### config.mk
export PLATFORM = sky130hd
export DESIGN_NAME = if_id_skid
export DESIGN_NICKNAME = d
export VERILOG_FILES = /design/src/rtl/cpu_defs.sv /design/src/rtl/pipe_skid_core.sv /design/src/rtl/if_id_skid.sv
export SDC_FILE = /design/constraint.sdc
export NUM_CORES = 1
export LEC_CHECK = 0
export ABC_AREA = 1
export BUFFER_PORTS_ARGS = -buffer_cell sky130_fd_sc_hd__buf_2
export CAP_MARGIN = 40
export CORE_UTILIZATION = 40
export DETAILED_ROUTE_END_ITERATION = 8
export HOLD_SLACK_MARGIN = 0.1
export PLACE_DENSITY = 0.71
export SLEW_MARGIN = 20
export SYNTH_ARGS = -nofsm -noshare
export SYNTH_HDL_FRONTEND = slang
export SYNTH_SLANG_ARGS = --single-unit
### constraint.sdc
create_clock -name clk -period 3.6 [get_ports clk]
set_input_delay 0.36 -clock clk [delete_from_list [all_inputs] [get_ports clk]]
set_output_delay 0.36 -clock clk [all_outputs]
set_load 0.005 [all_outputs]
### src/rtl/cpu_defs.sv
// -----------------------------------------------------------------------------
// cpu_defs
//   Definitions shared by the pipeline-stage registers (IF/ID, ID/EX, EX/MEM).
//   - Default datapath widths (pc and instruction word).
//   - Bubble instruction and the pc shown with it.
//   - Occupancy/state encoding of the 2-entry skid buffer.
//   - Helper that builds the {pc, instruction} bubble word for a stage.
// -----------------------------------------------------------------------------
package cpu_defs;

    localparam int DEF_XLEN = 32;
    localparam int DEF_ILEN = 32;

    // ADDI x0,x0,0 -- architecturally a no-op, so decode can run it blindly.
    localparam logic [31:0] DEF_NOP_INSN = 32'h0000_0013;
    localparam logic [31:0] DEF_RST_PC   = 32'h0000_0000;

    // The encoding doubles as the occupancy count, so occ is the state value.
    typedef enum logic [1:0] {
        ST_EMPTY = 2'd0,
        ST_ONE   = 2'd1,
        ST_TWO   = 2'd2
    } occ_state_e;

    // Bubble word for a {pc, insn} payload at the default widths.
    function automatic logic [DEF_XLEN+DEF_ILEN-1:0] if_id_bubble();
        return {DEF_RST_PC, DEF_NOP_INSN};
    endfunction

endpackage

### src/rtl/pipe_skid_core.sv
// -----------------------------------------------------------------------------
// pipe_skid_core
//   Generic DW-wide 2-entry skid buffer between two pipeline stages.
//   The main register drives the output; the skid register catches the one
//   entry that can arrive in the cycle after the consumer stalls, which is what
//   lets in_ready be a plain flop with no combinational path from out_ready.
//   Every output is a flop; nothing passes straight from an input.
//
// Ports
//   clk        clock, rising edge
//   rst        synchronous active-high reset
//   flush      discard everything held plus any entry accepted this cycle
//   in_valid   producer offers in_data
//   in_ready   buffer can accept (registered, low only when both entries full)
//   in_data    producer payload
//   out_valid  out_data is a real entry (registered)
//   out_ready  consumer accepts out_data
//   out_data   head entry, or BUBBLE when empty (registered)
//   occ        number of entries held, 0..2 (registered)
// -----------------------------------------------------------------------------
module pipe_skid_core
    import cpu_defs::*;
#(
    parameter int             DW     = 64,
    parameter logic [DW-1:0]  BUBBLE = '0
) (
    input  logic          clk,
    input  logic          rst,
    input  logic          flush,
    input  logic          in_valid,
    output logic          in_ready,
    input  logic [DW-1:0] in_data,
    output logic          out_valid,
    input  logic          out_ready,
    output logic [DW-1:0] out_data,
    output logic [1:0]    occ
);

    occ_state_e    state;
    logic [DW-1:0] main_q;
    logic [DW-1:0] skid_q;
    logic          in_fire;
    logic          out_fire;

    // in_ready is already 0 in ST_TWO, so in_valid is naturally ignored there.
    assign in_fire  = in_valid  & in_ready;
    assign out_fire = out_valid & out_ready;
    assign out_data = main_q;

    always_ff @(posedge clk) begin
        if (rst) begin
            state     <= ST_EMPTY;
            main_q    <= BUBBLE;
            skid_q    <= BUBBLE;
            out_valid <= 1'b0;
            in_ready  <= 1'b1;
            occ       <= ST_EMPTY;
        end else if (flush) begin
            // An entry accepted this cycle is dropped; one consumed this
            // cycle has already been taken by the consumer, so both simply
            // vanish along with everything held.
            state     <= ST_EMPTY;
            main_q    <= BUBBLE;
            skid_q    <= BUBBLE;
            out_valid <= 1'b0;
            in_ready  <= 1'b1;
            occ       <= ST_EMPTY;
        end else begin
            unique case (state)
                ST_EMPTY: begin
                    if (in_fire) begin
                        state     <= ST_ONE;
                        main_q    <= in_data;
                        out_valid <= 1'b1;
                        occ       <= ST_ONE;
                    end
                end
                ST_ONE: begin
                    if (in_fire && out_fire) begin
                        // Streaming: head leaves, new entry takes its place.
                        main_q <= in_data;
                    end else if (in_fire) begin
                        // Consumer stalled while we were still ready: skid.
                        state    <= ST_TWO;
                        skid_q   <= in_data;
                        in_ready <= 1'b0;
                        occ      <= ST_TWO;
                    end else if (out_fire) begin
                        state     <= ST_EMPTY;
                        main_q    <= BUBBLE;
                        out_valid <= 1'b0;
                        occ       <= ST_EMPTY;
                    end
                end
                ST_TWO: begin
                    if (out_fire) begin
                        state    <= ST_ONE;
                        main_q   <= skid_q;
                        skid_q   <= BUBBLE;
                        in_ready <= 1'b1;
                        occ      <= ST_ONE;
                    end
                end
                default: begin
                    // Unused encoding: recover to a clean empty buffer.
                    state     <= ST_EMPTY;
                    main_q    <= BUBBLE;
                    skid_q    <= BUBBLE;
                    out_valid <= 1'b0;
                    in_ready  <= 1'b1;
                    occ       <= ST_EMPTY;
                end
            endcase
        end
    end

endmodule

### src/rtl/if_id_skid.sv
// -----------------------------------------------------------------------------
// if_id_skid
//   IF->ID pipeline stage. Carries {pc, instruction} from fetch to decode over
//   a valid/ready handshake through a 2-entry skid buffer, so in_ready is a
//   register and fetch never sees a combinational ready from decode. When no
//   entry is presented decode sees pc=RST_PC and a NOP, so it may ignore
//   out_valid if convenient. flush (branch redirect) empties the stage.
//
// Ports
//   clk, rst                 clock / synchronous active-high reset
//   flush                    drop held and incoming entries this cycle
//   in_valid/in_ready        fetch handshake (in_ready registered)
//   in_pc, in_is             fetch pc and instruction
//   out_valid/out_ready      decode handshake (out_valid registered)
//   out_pc, out_is           entry to decode, bubble when empty (registered)
//   occ                      entries held, 0..2 (registered)
// -----------------------------------------------------------------------------
module if_id_skid
    import cpu_defs::*;
#(
    parameter int               XLEN     = DEF_XLEN,
    parameter int               ILEN     = DEF_ILEN,
    parameter logic [ILEN-1:0]  NOP_INSN = ILEN'(DEF_NOP_INSN),
    parameter logic [XLEN-1:0]  RST_PC   = XLEN'(DEF_RST_PC)
) (
    input  logic            clk,
    input  logic            rst,
    input  logic            flush,
    input  logic            in_valid,
    output logic            in_ready,
    input  logic [XLEN-1:0] in_pc,
    input  logic [ILEN-1:0] in_is,
    output logic            out_valid,
    input  logic            out_ready,
    output logic [XLEN-1:0] out_pc,
    output logic [ILEN-1:0] out_is,
    output logic [1:0]      occ
);

    localparam int DW = XLEN + ILEN;

    logic [DW-1:0] out_data;

    pipe_skid_core #(
        .DW     (DW),
        .BUBBLE ({RST_PC, NOP_INSN})
    ) u_core (
        .clk       (clk),
        .rst       (rst),
        .flush     (flush),
        .in_valid  (in_valid),
        .in_ready  (in_ready),
        .in_data   ({in_pc, in_is}),
        .out_valid (out_valid),
        .out_ready (out_ready),
        .out_data  (out_data),
        .occ       (occ)
    );

    assign out_pc = out_data[DW-1:ILEN];
    assign out_is = out_data[ILEN-1:0];

endmodule

# Word-level counts from Yosys, hierarchy flattened
# Cells that the tools add are included.
# Widths: inputs -> output; s select.
op_classes:
  eq_ne: 11
  muxes: 23
  n_bitwise: 4
  n_reduce_logical: 7
ops:
  columns: ["cell", "n"]
  rows:
  - ["$mux 64", 6]
  - ["$pmux 64 s3", 2]
  - ["$reduce_and 4->1", 3]
  - ["$mux 2", 5]
  - ["$ne 2x1->1 const B", 4]
  - ["$mux 1", 7]
  - ["$ne 3x1->1 const B", 2]
  - ["$pmux 1 s3", 2]
  - ["$pmux 2 s3", 1]
  - ["$reduce_and 5->1", 1]
  - ["$ne 2x2->1 const B", 2]
  - ["$ne 3x3->1 const B", 1]
  - ["$and 1x1->1", 2]
  - ["$eq 2x1->1 const B", 1]
  - ["$eq 2x2->1 const B", 1]
  - ["$logic_not 2->1", 1]
  - ["$not 1->1", 2]
  - ["$reduce_or 2->1", 1]
  - ["$logic_and 1x1->1", 1]
totals:
  regBits: 132
  input_bits: 69
  wordCells: 50

# Depth between registers and ports, before layout
logic_depth:
  depth_word: 5
  ltp_mapped: 9

# Least setup slack after synthesis
# OpenSTA, ideal clock, no wires.
synth_timing:
  kind: "register to register"
  start: "register u_core.occ[0] (netlist name)"
  end: "register u_core.main_q[5], in the netlist u_core.out_data[5]"
  arrival_ns: 1.381
  path_slack_ns: 2.105
  stages_incl_launch_ff: 10
  n_path_buf: 2
  period_less_slack_ns: 1.495
  cell_sequence: "dfxtp_1 inv_2 nor2_1 buf_2 nand3_2 nand2_1 buf_2 o21bai_1 nand2_1 nor2_1"
synth_rtl:
  columns: ["item", "line", "text"]
  rows:
  - ["end signal, assigned", "pipe_skid_core.sv:73", "main_q <= in_data;"]
  - ["end signal, assigned", "pipe_skid_core.sv:81", "main_q <= in_data;"]
  - ["end signal, assigned", "pipe_skid_core.sv:98", "main_q <= skid_q;"]
  - ["end, declared", "pipe_skid_core.sv:40", "logic [DW-1:0] main_q;"]

==> impl_metrics.csv <==
group,metric,value,unit
floorplanning,dieArea,17600,um2
critical_path,start_kind,"flop",
sta,layout_setup_ws,1.02,ns
clock_network,cts-buffers-inserted,17,
critical_path,path_class,"flop to flop",
pwr,p_leak,3.75,nW
logic_synthesis,postSynthAreaPerCell,6.37,um2
floorplanning,coreArea,16600,um2
cells_and_area,design_area,8150,um2
hold_path,min_path_type,"input port to flop",
floorplanning,initial_core_util,41.1,%
floorplanning,dieHeight,133,um
pwr,peakVddDrop,0.000360,V
logic_synthesis,postSynthCellCount,1074,
clock_network,cts_tree,"built",
sta,worst_pin_slew,0.824,ns
detailed_routing,wl,19.7,mm
cells_and_area,fillCellCount,1678,
cells_and_area,areaGrowthSynthToFinish,19.1,%
place,gp_congestion,0.788,
clock_network,clk_latency,0.42,ns
critical_path,reg2regPathDepth,9,
logic_synthesis,synth_top_cell_area_share,38.6,%
detailed_routing,drc,0,
detailed_routing,antenna_left,0,
detailed_routing,first_iter_violations,522,
cells_and_area,diodes,0,
floorplanning,io_pins,137,
sta,setup-tns-final,0,ns
sta,hold_violations,0,
place,dpl-instance-area,7600,um2
detailed_routing,via_per_inst,5.08,
sta,clock_skew,0.00633,ns
cells_and_area,final_layout_size_suffix_gt1_share,16.8,%
pwr,powerDensity,450,nW/um2
cells_and_area,final_common_cell,"nand2_1",
clock_network,h-tree-depth,4,
logic_synthesis,yosys-top-cells-area,"dfxtp_1 39%, nand2_1 18%, nor2_1 10%, o21bai_1 6.7%, nand4_1 5.4%",
floorplanning,die_w,133,um
detailed_routing,detail_route.first_pass.iterations,5,
logic_synthesis,syn-num-nets,1143,
place,dp_slack,1.08,ns
detailed_routing,dr_total_vias,7073,
critical_path,crit_path_end_kind,"flop",
clock_network,postCtsSetupBuffers,0,
sta,rsz0062_at_grt,"no",
floorplanning,std_cell_rows,47,
clock_network,cts_max_path_buffers,2,
clock_network,cts-root-buf,"clkbuf_16",
logic_synthesis,syn-cell-area,6840,um2
global_routing,grt_pass1_wl,32.2,mm
sta,timing.slew.headroom,45.1,%
place,dpl.hpwl,11.7,mm
sta,achievable-frequency,0.387,GHz
place,io_buffers,136,
critical_path,critPathLaunch,"u_core.occ[1]$_SDFFE_PP0P_",
cells_and_area,nets,1229,
job,maxCapViolations,0,
critical_path,rrSetupSlack,1.02,ns
sta,period_share,71.7,%
global_routing,track_usage,22.6,%
global_routing,grt_pass1_vias,6443,
logic_synthesis,synthDistinctLibCells,24,
logic_synthesis,seq_area_frac_synth,38.6,%
global_routing,antenna_found_initial,0,
detailed_routing,routedWlPerCell,14.1,um
critical_path,cp.arrival,2.89,ns
logic_synthesis,synth-seq-cells,132,
logic_synthesis,synth-warning-count,0,
global_routing,grt_overflow,0,
clock_network,clkSlewWorstSetupHoldPaths,0.06,ns
pwr,finalPower,3.67,mW
clock_network,cts_hold_buf,0,
clock_network,post_cts_resized,0,
sta,setup_viol,0,
critical_path,reg2reg_to,"u_core.out_data[63]$_SDFFE_PP0P_",
critical_path,cp-endpoint,"u_core.out_data[63]$_SDFFE_PP0P_",
critical_path,worst_ep_required_time,3.91,ns
critical_path,r2r_start,"u_core.occ[1]$_SDFFE_PP0P_",
global_routing,grt_start_max_net_pins,71,
sta,min_period,2.58,ns
logic_synthesis,synth_top_area_cell,"dfxtp_1",
sta,final-max-slew-violation-count,0,
run_status,status,"finished, final reports clean",
cells_and_area,final_cell_mix,"327 x nand2_1, 186 x nor2_1, 136 x buf_2, 132 x dfxtp_1, 69 x nand3_1",
critical_path,path_max_fanout,38,
clock_network,clock-sinks,132,
==> synthesized netlist by cell type (all sizes together) <==
cell type / instances
o2111ai: 2
nand2: 332
a21oi: 68
o21ai: 5
o21bai: 61
clkbuf: 41
nand3: 71
nand4: 60
buf: 42
o22ai: 2
nor2: 189
dfxtp: 132
inv: 68
o211ai: 1
==> stage by stage <==
stage               hold WS, ns  std cells  util, %
floorplan                 0.429       1074        -
global placement          0.445       1360     45.5
detailed placement        0.452       1361     45.7
CTS                       0.194       1393     49.0
global route              0.203       1393     49.0
finish                    0.205       1393     49.0
==> critical path: stages (launching register included) <==
cell,delay [ns]
dfxtp_1,0.57
nand2_1,0.20
inv_2,0.10
nand2_2,0.08
buf_4,0.27
nand2_2,0.47
buf_4,0.50
o21bai_1,0.13
nand2_1,0.09
nor2_1,0.05
==> flip-flops by register name, summed over array words and instances (netlist names) <==
register	count
u_core.out_valid	1
u_core.in_ready	1
u_core.skid_q	64
u_core.out_data	64
u_core.occ	2
==> where the power goes <==
group	internal (mW)	total (mW)	leakage [nW]	switching (mW)
Sequential	1.51	1.54	1.07	0.0254
Combinational	0.193	0.522	2.40	0.329
Clock	0.960	1.61	0.277	0.647
Total	2.66	3.67	3.75	1.00
==> final cells by class <==
cell class / instances / area [um2] / area share, %
Multi-Input combinational cell: 791 / 3630 / 44.5
Tap cell: 220 / 275 / 3.38
Inverter: 68 / 255 / 3.13
Sequential cell: 132 / 2640 / 32.4
Clock inverter: 10 / 55.1 / 0.676
Clock buffer: 22 / 494 / 6.07
Timing Repair Buffer: 150 / 798 / 9.80
==> logic make-up after synthesis <==
kind of cell	count (synthesis)	synth area share, %
buffers and inverters	151	9.02
AND/OR/NAND/NOR	652	39.7
AO/OA/AOI/OAI	139	12.6
flip-flops	132	38.6
==> worst min-delay path by stage <==
stage                                   start  depth (start not counted)                        endpoint  slack, ns
4_1_cts                             in_is[28]                          3  u_core.skid_q[28]$_SDFFE_PP0P_       0.19
3_3_place_gp    u_core.skid_q[4]$_SDFFE_PP1P_                          2   u_core.skid_q[4]$_SDFFE_PP1P_       0.44
3_5_place_dp   u_core.skid_q[43]$_SDFFE_PP0P_                          2  u_core.skid_q[43]$_SDFFE_PP0P_       0.45
2_1_floorplan   u_core.skid_q[1]$_SDFFE_PP1P_                          2   u_core.skid_q[1]$_SDFFE_PP1P_       0.43
6_report                            in_is[28]                          3  u_core.skid_q[28]$_SDFFE_PP0P_       0.21
5_1_grt                             in_is[13]                          3  u_core.skid_q[13]$_SDFFE_PP0P_       0.20
==> layer usage <==
metal,global-route usage (%),wire length [um],part of all wire [%]
met5,0,0,0
met4,4.92,78,0.40
met3,6.40,1350,6.8
met2,36.7,9210,47
met1,29.7,9030,46
(Power assumes the default switching activity.)
